## src/rtl/stopwatch_pkg.sv

```systemverilog
// stopwatch_pkg
// Shared constants for the stopwatch datapath: the default clock divider and
// debounce lengths, plus the counter widths derived from them, so the input
// front end, the counter and the display stages all size their counters the
// same way.
// Ports: none (package).

package stopwatch_pkg;

    localparam int unsigned DIV_DEF        = 100_000_000;  // clk cycles per second
    localparam int unsigned DEB_CYCLES_DEF = 1_000_000;    // stable cycles to accept a change

    // Bits needed for a counter spanning 0..n-1, never less than one.
    function automatic int unsigned cnt_width(input int unsigned n);
        return (n > 1) ? $clog2(n) : 1;
    endfunction

    localparam int unsigned DIV_W = cnt_width(DIV_DEF);
    localparam int unsigned DEB_W = cnt_width(DEB_CYCLES_DEF);

endpackage

```

## src/rtl/stopwatch_input_front_sync_debounce.sv

```systemverilog
// sync_debounce
// Two-flop synchronizer followed by a counting debouncer for one raw,
// asynchronous, bouncy input. A new value is accepted only after it has been
// seen on the synchronized signal for DEB_CYCLES consecutive cycles.
// Ports:
//   clk    in   system clock
//   rst    in   asynchronous, active-high reset
//   raw    in   raw button/switch level
//   level  out  debounced level
//   rise   out  registered one-cycle pulse, high in the first cycle level is 1

module sync_debounce
    import stopwatch_pkg::*;
#(
    parameter int unsigned DEB_CYCLES = DEB_CYCLES_DEF
) (
    input  logic clk,
    input  logic rst,
    input  logic raw,
    output logic level,
    output logic rise
);

    localparam int unsigned   CW       = cnt_width(DEB_CYCLES);
    localparam logic [CW-1:0] CNT_LAST = CW'(DEB_CYCLES - 1);

    logic          s1_q, s2_q;
    logic          stable_q, stable_d;
    logic          rise_q;
    logic [CW-1:0] cnt_q, cnt_d;

    // Any sample that matches the stable value restarts qualification, so a
    // bounce shorter than DEB_CYCLES never gets through.
    always_comb begin
        stable_d = stable_q;
        cnt_d    = '0;
        if (s2_q != stable_q) begin
            if (cnt_q == CNT_LAST) begin
                stable_d = s2_q;
            end else begin
                cnt_d = cnt_q + 1'b1;
            end
        end
    end

    always_ff @(posedge clk or posedge rst) begin
        if (rst) begin
            s1_q     <= 1'b0;
            s2_q     <= 1'b0;
            stable_q <= 1'b0;
            cnt_q    <= '0;
            rise_q   <= 1'b0;
        end else begin
            s1_q     <= raw;
            s2_q     <= s1_q;
            stable_q <= stable_d;
            cnt_q    <= cnt_d;
            rise_q   <= stable_d & ~stable_q;
        end
    end

    assign level = stable_q;
    assign rise  = rise_q;

endmodule

```

## src/rtl/stopwatch_input_front.sv

```systemverilog
// stopwatch_input_front
// Conditions the raw board controls for the stopwatch counter: debounces the
// buttons and switches, turns the pause button into a toggled pause level and
// the clear button into a one-cycle clear pulse, and derives the 1 Hz / 2 Hz
// count enable and the 1 Hz blink from the system clock.
// Ports:
//   clk      in   system clock
//   rst      in   asynchronous, active-high reset
//   btn_rst  in   raw clear button
//   btn_pse  in   raw pause button
//   sw_sel   in   raw select switch (1 = seconds field)
//   sw_adj   in   raw adjust-mode switch
//   sel      out  debounced select level
//   adj      out  debounced adjust level
//   pse      out  pause level, toggled per pause press
//   clr      out  one-cycle clear pulse per clear press
//   cnt_en   out  one-cycle count enable
//   blink    out  1 Hz square wave, high during the first half of each second

module stopwatch_input_front
    import stopwatch_pkg::*;
#(
    parameter int unsigned DIV        = DIV_DEF,
    parameter int unsigned DEB_CYCLES = DEB_CYCLES_DEF
) (
    input  logic clk,
    input  logic rst,
    input  logic btn_rst,
    input  logic btn_pse,
    input  logic sw_sel,
    input  logic sw_adj,
    output logic sel,
    output logic adj,
    output logic pse,
    output logic clr,
    output logic cnt_en,
    output logic blink
);

    localparam int unsigned   DW        = cnt_width(DIV);
    localparam logic [DW-1:0] LAST      = DW'(DIV - 1);
    localparam logic [DW-1:0] HALF_LAST = DW'(DIV / 2 - 1);
    localparam logic [DW-1:0] HALF      = DW'(DIV / 2);

    logic clr_lvl, clr_rise;
    logic pse_lvl, pse_rise;
    logic sel_rise, adj_rise;
    logic unused_lvl;

    sync_debounce #(.DEB_CYCLES(DEB_CYCLES)) u_clr_btn (
        .clk   (clk),
        .rst   (rst),
        .raw   (btn_rst),
        .level (clr_lvl),
        .rise  (clr_rise)
    );

    sync_debounce #(.DEB_CYCLES(DEB_CYCLES)) u_pse_btn (
        .clk   (clk),
        .rst   (rst),
        .raw   (btn_pse),
        .level (pse_lvl),
        .rise  (pse_rise)
    );

    sync_debounce #(.DEB_CYCLES(DEB_CYCLES)) u_sel_sw (
        .clk   (clk),
        .rst   (rst),
        .raw   (sw_sel),
        .level (sel),
        .rise  (sel_rise)
    );

    sync_debounce #(.DEB_CYCLES(DEB_CYCLES)) u_adj_sw (
        .clk   (clk),
        .rst   (rst),
        .raw   (sw_adj),
        .level (adj),
        .rise  (adj_rise)
    );

    // Button releases and switch edges carry no meaning here.
    assign unused_lvl = ^{clr_lvl, pse_lvl, sel_rise, adj_rise};

    logic          run_q;
    logic [DW-1:0] div_q, div_d;
    logic          tick_1, tick_2, tick_sel;
    logic          pse_q, clr_q, cnt_en_q, blink_q;

    assign tick_1   = (div_q == LAST);
    assign tick_2   = tick_1 | (div_q == HALF_LAST);
    assign tick_sel = adj ? tick_2 : tick_1;

    // The divider holds for the edge on which reset is released, so the first
    // second is counted from the first fully running clock edge. A clear
    // restarts the second so the next count is a full period away.
    always_comb begin
        div_d = div_q;
        if (clr_rise) begin
            div_d = '0;
        end else if (run_q) begin
            div_d = tick_1 ? '0 : div_q + 1'b1;
        end
    end

    always_ff @(posedge clk or posedge rst) begin
        if (rst) begin
            run_q    <= 1'b0;
            div_q    <= '0;
            pse_q    <= 1'b0;
            clr_q    <= 1'b0;
            cnt_en_q <= 1'b0;
            blink_q  <= 1'b0;
        end else begin
            run_q    <= 1'b1;
            div_q    <= div_d;
            // Gating uses the pre-toggle pause level, so a press landing on a
            // tick still lets that tick through.
            pse_q    <= pse_q ^ pse_rise;
            clr_q    <= clr_rise;
            cnt_en_q <= tick_sel & ~pse_q & ~clr_rise;
            blink_q  <= run_q & (div_q < HALF);
        end
    end

    assign pse    = pse_q;
    assign clr    = clr_q;
    assign cnt_en = cnt_en_q;
    assign blink  = blink_q;

endmodule

```

## config.mk

```make
export PLATFORM = sky130hd
export DESIGN_NAME = stopwatch_input_front
export DESIGN_NICKNAME = d
export VERILOG_FILES = /design/src/rtl/stopwatch_pkg.sv /design/src/rtl/stopwatch_input_front_sync_debounce.sv /design/src/rtl/stopwatch_input_front.sv
export SDC_FILE = /design/constraint.sdc
export NUM_CORES = 1
export LEC_CHECK = 0
export CAP_MARGIN = 20
export CORE_ASPECT_RATIO = 0.75
export CORE_MARGIN = 2
export CORE_UTILIZATION = 40
export CTS_BUF_LIST = sky130_fd_sc_hd__clkbuf_16
export DETAILED_ROUTE_END_ITERATION = 16
export PLACE_DENSITY = 0.54
export SETUP_SLACK_MARGIN = 0.05
export SLEW_MARGIN = 25
export SYNTH_ARGS = -nofsm -noshare
export SYNTH_HDL_FRONTEND = slang
export SYNTH_SLANG_ARGS = --single-unit
```

## constraint.sdc

```tcl
create_clock -name clk -period 5.8 [get_ports clk]
set_clock_uncertainty 0.05 [all_clocks]
set_input_delay 1.16 -clock clk [delete_from_list [all_inputs] [get_ports clk]]
set_output_delay 1.16 -clock clk [all_outputs]
set_load 0.01 [all_outputs]
```

After elaboration in Yosys (flattened, before gate mapping). Cells that the tools add are included.

Bitwise operators: 11. Reduce and logical (&&, ||, !) cells: 3. Magnitude comparators: 1. Equality and inequality tests: 10. Multiplexer cells: 16. Add/sub/neg operators: 5.

Operators with widths (count): 2-to-1 mux 20 bit (8); 2-to-1 mux 27 bit (3); adder 20 x 1 -> 20 bit, second input constant (4); equality test 20 bit, second input constant (4); adder 27 x 1 -> 27 bit, second input constant (1); equality test 27 x 26 -> 1 bit, second input constant (1); equality test 27 bit, second input constant (1); less-than comparator 27 x 26 -> 1 bit, second input constant (1); AND 1 bit (5); 2-to-1 mux 1 bit (5); inequality test 1 bit (4); inverter 1 bit (4); AND reduction 2 bit (2); nonzero test 2 bit (1); bitwise OR 1 bit (1); bitwise XOR 1 bit (1).

Input port bits: 6. Output and inout port bits: 6. Bits in registers: 126. Word-level logic and storage cells: 70.

Depth between registers and ports, before layout.
Depth after elaboration: 5. Mapped depth: 6. Mapped depth without buffers: 5.

Hierarchy. A second synthesis with hierarchy kept.

Cells, all modules: 624. Area total of the unflattened synthesis: 6481.2 µm².

Modules (own cells, without submodules): sync_debounce at u_clr_btn ... (cells each 108, area an instance 1188.6 µm², times used 3, seq. area each 600.6 µm²); stopwatch_input_front (cells each 190, area an instance 1769.2 µm², times used 1, seq. area each 800.8 µm²); sync_debounce at u_adj_sw (cells each 110, area an instance 1146.1 µm², times used 1, seq. area each 600.6 µm²).

Worst setup path before layout. Ideal clock, no wire load.

Kind: register to register. Start point: reg div_q[0]. End point: reg div_q[26]. Path slack: 3716 ps. Library setup time: 77 ps. Stages on the path, launching flop included: 7. Clock period less this slack: 2084 ps. Required time: 5673 ps. Path buffers: 1. Data arrival time: 1956 ps. Path through: dfrtp_1 ha_1 o2111ai_2 or3_1 buf_2 or4_1 a21oi_1.

Cells in the longest elaborated chain, start to end: 4. Elaborated cells on any way between the ends: 5. Those cells by class: add/sub: 1; eq/ne: 1; mux: 3.

RTL lines: start, declared (line stopwatch_input_front.sv:86) `logic [DW-1:0] div_q, div_d;`; start signal, assigned (line stopwatch_input_front.sv:116) `div_q <= div_d;`; adder 27 x 1 -> 27 bit / equality test 27 bit (equally long branches) (line stopwatch_input_front.sv:102, stopwatch_input_front.sv:90); 2-to-1 mux 27 bit (*) (line stopwatch_input_front.sv:102) `div_d = tick_1 ? '0 : div_q + 1'b1;`; 2-to-1 mux 27 bit (*) (line stopwatch_input_front.sv:101) `end else if (run_q) begin`; 2-to-1 mux 27 bit (*) (line stopwatch_input_front.sv:99) `if (clr_rise) begin`.

Every way passes the cells marked *; elsewhere a longest branch is shown, timed or not. The select of a mux whose other input is x is not followed. A chain may end at the register's enable or synchronous reset.

Worst setup path in the final report.
Start point: reg div_q[7]. End point: reg div_q[12].

The elaborated chain is that of the path after synthesis.

==> flow_summary.toml <==
[run_status]
status = "completed"

[global_route]
grt_max_degree = 68
grt_pass1_vias = 4620
grt_pass1_wl_um = 22180
grt_overflow = 0
antenna_found_initial = 0
grtUsageTotal = 0.1671

[critical_path]
worstSetupEndpointType = "flop"
worstSetupStartpointType = "flop"
critPathSlowestCell = "o31ai_4"
crit_type = "reg2reg"
slowest_delay_ns = 0.83
cp.required_ns = 6.00
crit_chain = "nand4_1 > or4_1 > o31ai_4 > nor2_1"
crit_fanout = 24
arrival_ns = 2.87

[timing]
period_minus_slack_ns = 2.665
max_slew_margin = 0.3418
fin_crit_sh = 0.4594
setup_tns_ns = 0
hold_violations = 0
drv_slew = 0
tightest_slew_ns = 0.9873
finalSetupViolations = 0
grt_setup_unrepaired = "false"
timing.fmax_ghz = 0.3753

[clock_tree]
cts_tree = "done"
clock_path_buffers = 2
cts_resized = 0
root_buffer = "clkbuf_16"
cts_max_level = 4
hold_buffers = 0
cts_num_sinks = 126
postCtsSetupBuffers = 0
numCtsBuffers = 17
clkTransAtPathRegs_ns = 0.06
clock_latency_ns = 0.41

[placement]
place_congestion = 0.8165
dpl.hpwl_um = 8479
port-buffer-count = 11
dp_cells = 831

[power]
comb_power_share = 0.039
p_sw_frac = 0.2190
intPower_uw = 1647
p_clk_frac = 0.512
leakage_uw = 0.002783
vdd_drop_max_v = 0.0001644
cellPowerDensity_mw_per_mm2 = 297.2
seqPwrFrac = 0.448
switchingPower_uw = 461.8

[floorplanning]
num_rows = 39
die_w_um = 147.2
ios = 12
die_h_um = 111.4
initial_core_util = 0.4068
die-area_mm2 = 0.01640
core-area_mm2 = 0.01513

[synth]
ys.warnings.count = 0
synth_edf_count = 0
synth_ff_type = "dfrtp_1"
syn-mean-instance-area_um2 = 9.752
yosysSeqAreaShare = 0.5124
syn-num-nets = 642
synthArstFlopShare = 1.000
yosys.area.top_type = "dfrtp_1"
synthTopCellsByArea = "dfrtp_1 (51%), nor2_1 (4.8%), xor2_1 (4.6%)"
synth_cells = 631
synth_area_mm2 = 0.006153
ys_ff_latch = 126
ys_types = 45
synth_top_area_frac = 0.5124

[route]
postRouteWirelength_um = 12620
ant_nets = 0
viasPerCell = 5.432
wire_per_inst_um = 14.62
drtIter0Drc = 297
firstDrtPassIters = 5
drc = 0
vias = 4688

[final_layout]
layout-drive-gt1-share = 0.07295
final_common_cell = "dfrtp_1"
seq_area_mm2 = 0.003153
multiInputGateArea_mm2 = 0.002853
antenna-diode-count = 0
fillers = 1389
syn_to_final_growth_pct = 15.27
final_cell_mix = "dfrtp_1 (126), nor2_1 (78), a21oi_1 (43)"
nets = 656
instances_no_fill = 863

[flow_run]
maxCapViolCount = 0

[hold_path]
hold_path_class = "reg2reg"
power groups by stage:
stage	clock (µW)	sequential (µW)	combinational, µW
global placement	0	958	85.4
finish	1080	945	83.1
floorplan	0	949	64.7
detailed placement	0	959	85.7
global route	1150	950	101
CTS	1110	944	85.7
kinds of logic (layout without fill, tap and decap cells):
group | after synthesis | in the layout | synth area share
other | 1 | 1 | 0.0006094
XOR/XNOR | 61 | 61 | 0.08682
AO/OA/AOI/OAI | 100 | 100 | 0.09862
buffers and inverters | 41 | 68 | 0.02725
AND/OR/NAND/NOR | 293 | 293 | 0.2568
multiplexers | 4 | 4 | 0.007320
flip-flops | 126 | 126 | 0.5124
adder cells (fa/ha/maj) | 5 | 5 | 0.01017
cells in the mapped netlist, types with 12 or more instances:
| cell type | instances |
|---|---|
| a21oi_1 | 43 |
| clkbuf_1 | 15 |
| dfrtp_1 | 126 |
| inv_1 | 19 |
| nand2_1 | 40 |
| nand3_1 | 36 |
| nand4_1 | 28 |
| nor2_1 | 78 |
| nor3_1 | 14 |
| nor4_1 | 12 |
| o21ai_0 | 26 |
| o31ai_1 | 20 |
| or3_1 | 23 |
| or4_1 | 24 |
| xnor2_1 | 29 |
| xor2_1 | 32 |
metrics by stage:
| stage | setup WS [ns] | utilization | power, µW | hold slack [ns] | cell area, µm² |
|---|---|---|---|---|---|
| floorplan | 1.234 | - | 1014 | 0.2812 | 6153 |
| global placement | 3.032 | 0.4291 | 1043 | 0.2858 | 6491 |
| detailed placement | 2.998 | 0.4291 | 1045 | 0.2927 | 6491 |
| CTS | 3.112 | 0.4689 | 2138 | 0.3033 | 7093 |
| global route | 2.906 | 0.4689 | 2204 | 0.3082 | 7093 |
| finish | 3.135 | 0.4689 | 2108 | 0.3003 | 7093 |
sequential cells by signal, summed over array words and instances, names as in the netlist, 20 cells and up:
signal,cells
u_adj_sw.cnt_q,20
u_sel_sw.cnt_q,20
div_q,27
u_clr_btn.cnt_q,20
u_pse_btn.cnt_q,20
per-layer routing:
layer,share of wire,up-vias,GRT usage
li1,-,2320,-
met1,0.52,2269,0.2381
met2,0.43,85,0.2417
met3,0.041,14,0.05410
met4,0.011,0,0.05513
met5,0,-,0
cell type report:
class                      count  share of cell area
clock inverter                15             0.02487
inverter                      19             0.01041
clock buffer                  17             0.05998
sequential                   126              0.4445
timing repair buffer          17             0.02187
multi-input combinational    464              0.4022
tap                          205             0.03616
critical path: cells and delay by family, from the launching register on:
kind             cells  cell delay (ns)
AND/OR/NAND/NOR      3             1.17
AO/OA/AOI/OAI        1             0.83
flip-flops           1             0.45
path summary, 6_finish.rpt:
| path | startpoint | to | slack [ns] | cells after the start |
|---|---|---|---|---|
| worst max-delay path | div_q[7] | div_q[12] | 3.14 | 4 |
| worst min-delay path | u_adj_sw.s1_q | u_adj_sw.s2_q | 0.30 | 0 |
| worst max register to register | div_q[7] | div_q[12] | 3.14 | 4 |
| worst min register to register | u_adj_sw.s1_q | u_adj_sw.s2_q | 0.30 | 0 |
| max in group asynchronous | rst | div_q[25] | 3.54 | 3 |
| min in group asynchronous | rst | u_sel_sw.s1_q | 1.21 | 2 |
Note: power is estimated with default switching activity, not from simulation.
